`config.mk`:
```
export PLATFORM = sky130hd
export DESIGN_NAME = button_counter_in
export DESIGN_NICKNAME = d
export VERILOG_FILES = /design/src/rtl/button_counter_in.sv
export SDC_FILE = /design/constraint.sdc
export NUM_CORES = 1
export LEC_CHECK = 0
export ABC_AREA = 1
export CAP_MARGIN = 20
export CORE_MARGIN = 2
export CORE_UTILIZATION = 44
export DETAILED_ROUTE_END_ITERATION = 10
export HOLD_SLACK_MARGIN = 0.02
export MAX_ROUTING_LAYER = met4
export PLACE_DENSITY_LB_ADDON = 0.05
export SLEW_MARGIN = 20
export SYNTH_ARGS = -nofsm -noshare
export SYNTH_HDL_FRONTEND = slang
export SYNTH_SLANG_ARGS = --single-unit
```
`constraint.sdc`:
```
create_clock -name clk -period 4.1 [get_ports clk]
set_input_delay 0.82 -clock clk [delete_from_list [all_inputs] [get_ports clk]]
set_output_delay 0.82 -clock clk [all_outputs]
set_load 0.05 [all_outputs]
```
`src/rtl/button_counter_in.sv`:
```
// Push-button front end for the LED counter: synchronise, debounce and
// auto-repeat three buttons, and keep an 8-bit up/down/clear count.
module button_counter_in #(
  parameter int unsigned DEBOUNCE_CYCLES = 120000,
  parameter int unsigned REPEAT_DELAY    = 6000000,
  parameter int unsigned REPEAT_PERIOD   = 1200000,
  parameter bit          BTN_ACTIVE_LOW  = 1'b1,
  parameter logic [7:0]  INIT_VALUE      = 8'h00
) (
  input  logic       clk,
  input  logic       rst_n,
  input  logic       btn_up_raw,
  input  logic       btn_down_raw,
  input  logic       btn_clr_raw,
  output logic [7:0] count,
  output logic       up_pulse,
  output logic       down_pulse,
  output logic       clr_pulse,
  output logic [2:0] btn_level
);

  localparam int DW  = (DEBOUNCE_CYCLES > 1) ? $clog2(DEBOUNCE_CYCLES) : 1;
  localparam int RDW = (REPEAT_DELAY > 1) ? $clog2(REPEAT_DELAY) : 1;
  localparam int RPW = (REPEAT_PERIOD > 1) ? $clog2(REPEAT_PERIOD) : 1;
  localparam int TW  = (RDW > RPW) ? RDW : RPW;

  localparam logic [DW-1:0] DB_LAST     = DW'(DEBOUNCE_CYCLES - 1);
  localparam logic [TW-1:0] DELAY_LOAD  = TW'((REPEAT_DELAY > 0) ? REPEAT_DELAY - 1 : 0);
  localparam logic [TW-1:0] PERIOD_LOAD = TW'(REPEAT_PERIOD - 1);

  typedef enum logic [1:0] {RPT_IDLE, RPT_DELAY, RPT_REPEAT} rpt_state_t;

  logic [2:0] raw;
  logic [2:0] lvl;
  logic [2:0] lvl_next;
  logic [2:0] press;
  logic [1:0] rpt;

  assign raw = {btn_clr_raw, btn_down_raw, btn_up_raw};

  genvar gi;
  generate
    for (gi = 0; gi < 3; gi++) begin : g_btn
      logic          meta_q, sync_q, pressed_q;
      logic          level_q, level_d;
      logic [DW-1:0] cnt_q, cnt_d;

      // Counter only runs while the filtered input disagrees with the level.
      always_comb begin
        level_d = level_q;
        cnt_d   = '0;
        if (pressed_q != level_q) begin
          if (cnt_q == DB_LAST) level_d = ~level_q;
          else                  cnt_d   = cnt_q + 1'b1;
        end
      end

      always_ff @(posedge clk or negedge rst_n) begin
        if (!rst_n) begin
          meta_q    <= BTN_ACTIVE_LOW;
          sync_q    <= BTN_ACTIVE_LOW;
          pressed_q <= 1'b0;
          level_q   <= 1'b0;
          cnt_q     <= '0;
        end else begin
          meta_q    <= raw[gi];
          sync_q    <= meta_q;
          pressed_q <= sync_q ^ BTN_ACTIVE_LOW;
          level_q   <= level_d;
          cnt_q     <= cnt_d;
        end
      end

      assign lvl[gi]      = level_q;
      assign lvl_next[gi] = level_d;
      assign press[gi]    = level_d & ~level_q;
    end

    for (gi = 0; gi < 2; gi++) begin : g_rpt
      rpt_state_t    state_q, state_d;
      logic [TW-1:0] timer_q, timer_d;
      logic          rpt_d;

      // A release seen on this edge wins over a repeat pulse due on it.
      always_comb begin
        state_d = state_q;
        timer_d = timer_q;
        rpt_d   = 1'b0;
        case (state_q)
          RPT_IDLE: begin
            if (press[gi] && (REPEAT_DELAY != 0)) begin
              state_d = RPT_DELAY;
              timer_d = DELAY_LOAD;
            end
          end
          RPT_DELAY, RPT_REPEAT: begin
            if (!lvl_next[gi]) begin
              state_d = RPT_IDLE;
              timer_d = '0;
            end else if (timer_q == '0) begin
              rpt_d   = 1'b1;
              state_d = RPT_REPEAT;
              timer_d = PERIOD_LOAD;
            end else begin
              timer_d = timer_q - 1'b1;
            end
          end
          default: begin
            state_d = RPT_IDLE;
            timer_d = '0;
          end
        endcase
      end

      always_ff @(posedge clk or negedge rst_n) begin
        if (!rst_n) begin
          state_q <= RPT_IDLE;
          timer_q <= '0;
        end else begin
          state_q <= state_d;
          timer_q <= timer_d;
        end
      end

      assign rpt[gi] = rpt_d;
    end
  endgenerate

  logic       up_d, down_d, clr_d;
  logic       up_q, down_q, clr_q;
  logic [7:0] count_d, count_q;

  assign up_d   = press[0] | rpt[0];
  assign down_d = press[1] | rpt[1];
  assign clr_d  = press[2];

  always_comb begin
    count_d = count_q;
    if (clr_d)                count_d = 8'h00;
    else if (up_d && !down_d) count_d = count_q + 8'd1;
    else if (down_d && !up_d) count_d = count_q - 8'd1;
  end

  always_ff @(posedge clk or negedge rst_n) begin
    if (!rst_n) begin
      up_q    <= 1'b0;
      down_q  <= 1'b0;
      clr_q   <= 1'b0;
      count_q <= INIT_VALUE;
    end else begin
      up_q    <= up_d;
      down_q  <= down_d;
      clr_q   <= clr_d;
      count_q <= count_d;
    end
  end

  assign count      = count_q;
  assign up_pulse   = up_q;
  assign down_pulse = down_q;
  assign clr_pulse  = clr_q;
  assign btn_level  = lvl;

endmodule

```
======== After elaboration in Yosys (flattened, before gate mapping) ========
Index checks and enable logic that the tools add are counted.
word-level totals
  register bits ........................... 124
  latch bits .............................. 0
  memory bits (writable) .................. 0
  memory bits (read-only) ................. 0
  output and inout bits ................... 14
  word-level logic and storage cells ...... 105
  memories kept ........................... 0
cells by class
  add/subtract/negate cells ............... 7
  multiply operators ...................... 0
  divide/modulo/power cells ............... 0
  order comparisons ....................... 0
  equality and inequality tests ........... 14
  shift operators ......................... 0
  muxes and demuxes ....................... 37
  bitwise logic cells ..................... 11
  reductions and logical operators ........ 13
operators with widths
  operator                                             number
  two-way mux 23 bit                                   6
  two-way mux 17 bit                                   6
  one-hot mux 23 bit (2 select lines)                  2
  adder 17 x 1 -> 17 bit, second input constant        3
  equality test 17 bit, second input constant          3
  zero test 23 bit                                     2
  subtractor 23 x 1 -> 23 bit, second input constant   2
  two-way mux 8 bit                                    3
  two-way mux 1 bit                                    12
  two-way mux 2 bit                                    6
  adder 8 x 1 -> 8 bit, second input constant          1
  one-hot mux 2 bit (2 select lines)                   2
  subtractor 8 x 1 -> 8 bit, second input constant     1
  != test 3 bit, second input constant                 2
  inverter 1 bit                                       6
  equality test 2 x 1 -> 1 bit, second input constant  2
  equality test 2 bit, second input constant           2
  zero test 2 bit                                      2
  != test 2 bit, second input constant                 2
  AND reduction 2 bit                                  2
  OR reduction 2 bit                                   2
  bitwise AND 1 bit                                    3
  != test 1 bit                                        3
  nonzero test 3 bit                                   1
  other kinds (3)                                      6

======== Depth between registers and ports, before layout ========
  depth after elaboration ................. 11
  mapped depth ............................ 19
  mapped depth without buffers ............ 19

======== Least setup slack after synthesis ========
No wires, ideal clock.
  path type ............................... register -> register
  start point ............................. reg g_btn[1].cnt_q[0]
  end point ............................... reg count_q[7] (netlist: count[7])
  setup time .............................. 0.118 ns
  arrival ................................. 2.561 ns
  slack ................................... 1.421 ns
  cell stages (with the launch flop) ...... 18
  path buffers ............................ 0
  period minus slack after synthesis ...... 2.679 ns
  cell sequence ........................... dfrtp_1 ha_1 nand3_2 nor2_4 nand3_2 nand2_2 nand2_4 nand3_4 nand2_4 inv_4 nand2_8 ha_1 nand3_1 nand3b_1 a2111oi_0 nand3_1 nand3_1 nand2_1
on the way
  cells in the longest elaborated chain, start to end .. 10
RTL lines
  what                      line  RTL
  start: declaration        46    logic [DW-1:0] cnt_q, cnt_d;
  start signal: assignment  70    cnt_q <= cnt_d;
  equality test 17 bit *    53    if (cnt_q == DB_LAST) level_d = ~level_q;
  two-way mux 1 bit *       53
  two-way mux 1 bit *       52    if (pressed_q != level_q) begin
  net g_btn[1].level_d      45    logic level_q, level_d;
  two-way mux 1 bit         97    if (!lvl_next[gi]) begin
  two-way mux 1 bit         89    case (state_q)
  bitwise OR 1 bit *        134   assign down_d = press[1] | rpt[1];
  net down_d                129   logic up_d, down_d, clr_d;
  zero test 1 bit           140   else if (up_d && !down_d) count_d = count_q + 8'd1;
  logical AND 1 bit         140
  two-way mux 8 bit         140
  two-way mux 8 bit         139   if (clr_d) count_d = 8'h00;
  end signal: assignment    154   count_q <= count_d;
  end: declaration          131   logic [7:0] count_d, count_q;
The timed path passes the listed nets; every way through them passes the cells marked *.
A chain may end at the register's enable or synchronous reset.

======== Worst setup path after layout ========
Ends and elaborated chain as after synthesis.

==> results.json <==
{
  "boundaryPins": 19,
  "drc": 0,
  "worstSetupEndpointType": "flop",
  "grt_max_degree": 64,
  "netlist_instances": 881,
  "cts_tree": "built",
  "pwr_density_cell_nw_per_um2": 343,
  "nNetsFinal": 936,
  "die_area_um2": 17500,
  "gp_congestion": 0.883,
  "ys_types": 54,
  "clk_latency_ns": 0.42,
  "fin_area_um2": 8240,
  "antenna_found_initial": 0,
  "r2r_start": "g_btn[1].cnt_q[0]",
  "holdBufCountCts": 0,
  "nFillCells": 1582,
  "first_pass_iters": 4,
  "syn2layout_area_growth_pct": 13.9,
  "crit_fanout": 10,
  "syn_area_per_cell_um2": 8.21,
  "grt-ovfl-total": 0,
  "synth_seq_cells": 124,
  "htreeDepth": 4,
  "r2r_setup_slack_ns": 1.19,
  "drtIter0Drc": 263,
  "drive_gt1_share_pct": 12.5,
  "slew_headroom_pct": 44.2,
  "vias_per_cell": 5.19,
  "fmax_ghz": 0.343,
  "syn_area_um2": 7230,
  "synthesis.nets": 905,
  "rr_worst_depth": 17,
  "numCtsBuffers": 17,
  "skew_ns": 0.00940,
  "initial_core_util_pct": 45.2,
  "worstSetupPathType": "reg -> reg",
  "place_area_um2": 7640,
  "die_h_um": 132,
  "route.vias.total": 5918,
  "finalSetupTns_ns": 0,
  "grt_pass1_vias": 5921,
  "hold_class": "reg -> reg",
  "irDropWorstVdd_mv": 0.300,
  "dpl.hpwl_mm": 11.9,
  "die_w_um": 132,
  "cts_resized": 0,
  "synth_warnings": 0,
  "clockRootBuffer": "clkbuf_16",
  "r2r-end": "count[7]",
  "cts_sinks": 124,
  "status": "finished, final reports clean",
  "crit_start": "g_btn[1].cnt_q[0]",
  "cap_violations": 0,
  "p_leak_nw": 3.97,
  "design.core.area_um2": 16000,
  "clockBufferDepth": 2,
  "period_needed_ns": 2.91,
  "crit_end": "count[7]",
  "worst_hold_slack_ns": 0.355,
  "min_period_over_period_pct": 71.0,
  "required_ns": 4.41,
  "gr-usage-all-layers_pct": 20.4,
  "arrival_ns": 3.22,
  "grt_pass1_wl_mm": 28.3,
  "stdcell_count": 1141,
  "io_buffers": 18,
  "rsz0062_at_grt": "no",
  "startpoint_type": "flop",
  "fp-row-count": 46,
  "wirelength_mm": 16.5,
  "slew_viol_final": 0,
  "cts_setup_buffers": 0,
  "routedWlPerCell_um": 14.5,
  "seq_area_frac_synth_pct": 43.0,
  "hold_violations": 0,
  "setup_viol": 0,
  "antenna_cells": 0,
  "tightest_slew_ns": 0.837,
  "placed_cells": 1109,
  "drtAntennaViolNets": 0,
  "clk_pin_slew_ns": 0.06
}
==> per-layer routing <==
layer | GRT usage (%) | up-vias | share of wire [%]
met5 | - | - | 0
met4 | 6.87 | 0 | 1.6
met2 | 33.9 | 87 | 49
met3 | 3.61 | 25 | 2.9
met1 | 25.3 | 2852 | 46
li1 | - | 2954 | -
==> registers in the layout, indices dropped and copies added (netlist names) <==
register,cells
clr_pulse,1
count,8
down_pulse,1
g_btn.cnt_q,51
g_btn.level_q,3
g_btn.meta_q,3
g_btn.pressed_q,3
g_btn.sync_q,3
g_rpt.state_q,4
g_rpt.timer_q,46
up_pulse,1
==> where the power goes <==
group | total [W] | switching (W) | internal [W] | leakage, nW
clock network | 0.00152 | 0.000546 | 0.000974 | 0.287
registers | 0.00125 | 0.00000789 | 0.00124 | 1.70
logic | 0.0000591 | 0.0000435 | 0.0000156 | 1.99
total | 0.00283 | 0.000598 | 0.00223 | 3.97
==> kinds of logic (layout without fill, tap and decap cells) <==
logic type / count (synthesis) / in the layout / share of synthesized area [%]
xor+xnor: 50 / 50 / 6.05
buf+inv: 129 / 173 / 7.16
compound gates: 135 / 135 / 11.1
simple gates: 424 / 424 / 29.3
fa+ha+maj: 19 / 19 / 3.39
flops: 124 / 124 / 43.0
==> cell usage after synthesis, drive strengths merged <==
library cell  instances  area share, %
a211oi                2           0.21
nand3                58            4.5
nand3b                2           0.21
and3                  3           0.26
xnor2                12            1.5
a21o                  1           0.10
nor4                  4           0.35
nand4                16            1.5
dfstp                 6            2.2
a31oi                 6           0.52
inv                 119            6.2
o22ai                 3           0.26
nand2               165             10
nor2                130            8.2
nor3                 39            3.3
a21oi                35            2.6
o21bai                1           0.10
a32o                  1           0.14
o31ai                 2           0.21
xor2                 38            4.6
o311a                 1           0.14
o21ai                66            4.9
ha                   18            3.1
a22o                  3           0.36
a2111oi               1           0.12
o221ai                3           0.36
clkinv                1          0.069
o32ai                 2           0.24
clkbuf                2           0.10
o21a                  1           0.10
dfrtp               118             41
o211ai                6           0.62
a41oi                 1           0.12
fa                    1           0.28
nor3b                 7           0.73
buf                   7           0.74
==> final cells by class <==
class | instances | area, um^2 | area share (%)
Timing Repair Buffer | 21 | 200 | 2.43
Clock inverter | 6 | 85.1 | 1.03
Inverter | 120 | 457 | 5.54
Tap cell | 216 | 270 | 3.28
Multi-Input combinational cell | 628 | 3610 | 43.8
Clock buffer | 26 | 509 | 6.18
Sequential cell | 124 | 3110 | 37.8
==> how the worst min path moves through the flow <==
| stage | cells after the start | slack [ns] | to | start |
|---|---|---|---|---|
| after floorplan | 0 | 0.35 | g_btn[0].sync_q | g_btn[0].meta_q |
| after global placement | 0 | 0.35 | g_btn[1].sync_q | g_btn[1].meta_q |
| after detailed placement | 0 | 0.35 | g_btn[1].sync_q | g_btn[1].meta_q |
| after CTS | 0 | 0.35 | g_btn[1].sync_q | g_btn[1].meta_q |
| after global routing | 0 | 0.36 | g_btn[1].sync_q | g_btn[1].meta_q |
| final | 0 | 0.36 | g_btn[1].sync_q | g_btn[1].meta_q |
==> cell usage in the layout, fill, tap and decap left out, types with 13 or more instances in the layout <==
cell type,netlist,layout
xor2_1,38,38
nand2_1,143,143
nor3_1,32,32
dfrtp_1,118,118
a21oi_1,34,34
clkdlybuf4s50_1,0,17
ha_1,18,18
nor2_1,108,108
o21ai_0,55,55
nand4_1,15,15
clkbuf_16,0,17
nor2_2,16,16
inv_1,108,108
nand2_2,13,13
nand3_1,52,52
==> per-stage QoR <==
stage	utilization [%]	power (W)	worst slack, ns
2_1_floorplan	-	0.00129	1.42
3_3_place_gp	47.8	0.00133	1.22
3_5_place_dp	47.8	0.00133	1.17
4_1_cts	51.5	0.00286	1.16
5_1_grt	51.5	0.00292	0.771
6_report	51.5	0.00283	1.19
==> critical path: stages (launching register included) <==
cell and delay (ns):
dfrtp_1 0.37, ha_1 0.21, nand3_2 0.15, nor2_4 0.15, nand3_2 0.09, nand2_2 0.09
nand2_4 0.07, nand3_4 0.09, nand2_4 0.09, inv_4 0.09, nand2_8 0.08, ha_1 0.34
nand3_1 0.10, nand3b_1 0.14, a2111oi_0 0.46, nand3_1 0.13, nand3_1 0.10, nand2_1 0.05
No activity file was read; power rests on OpenSTA's default activity.
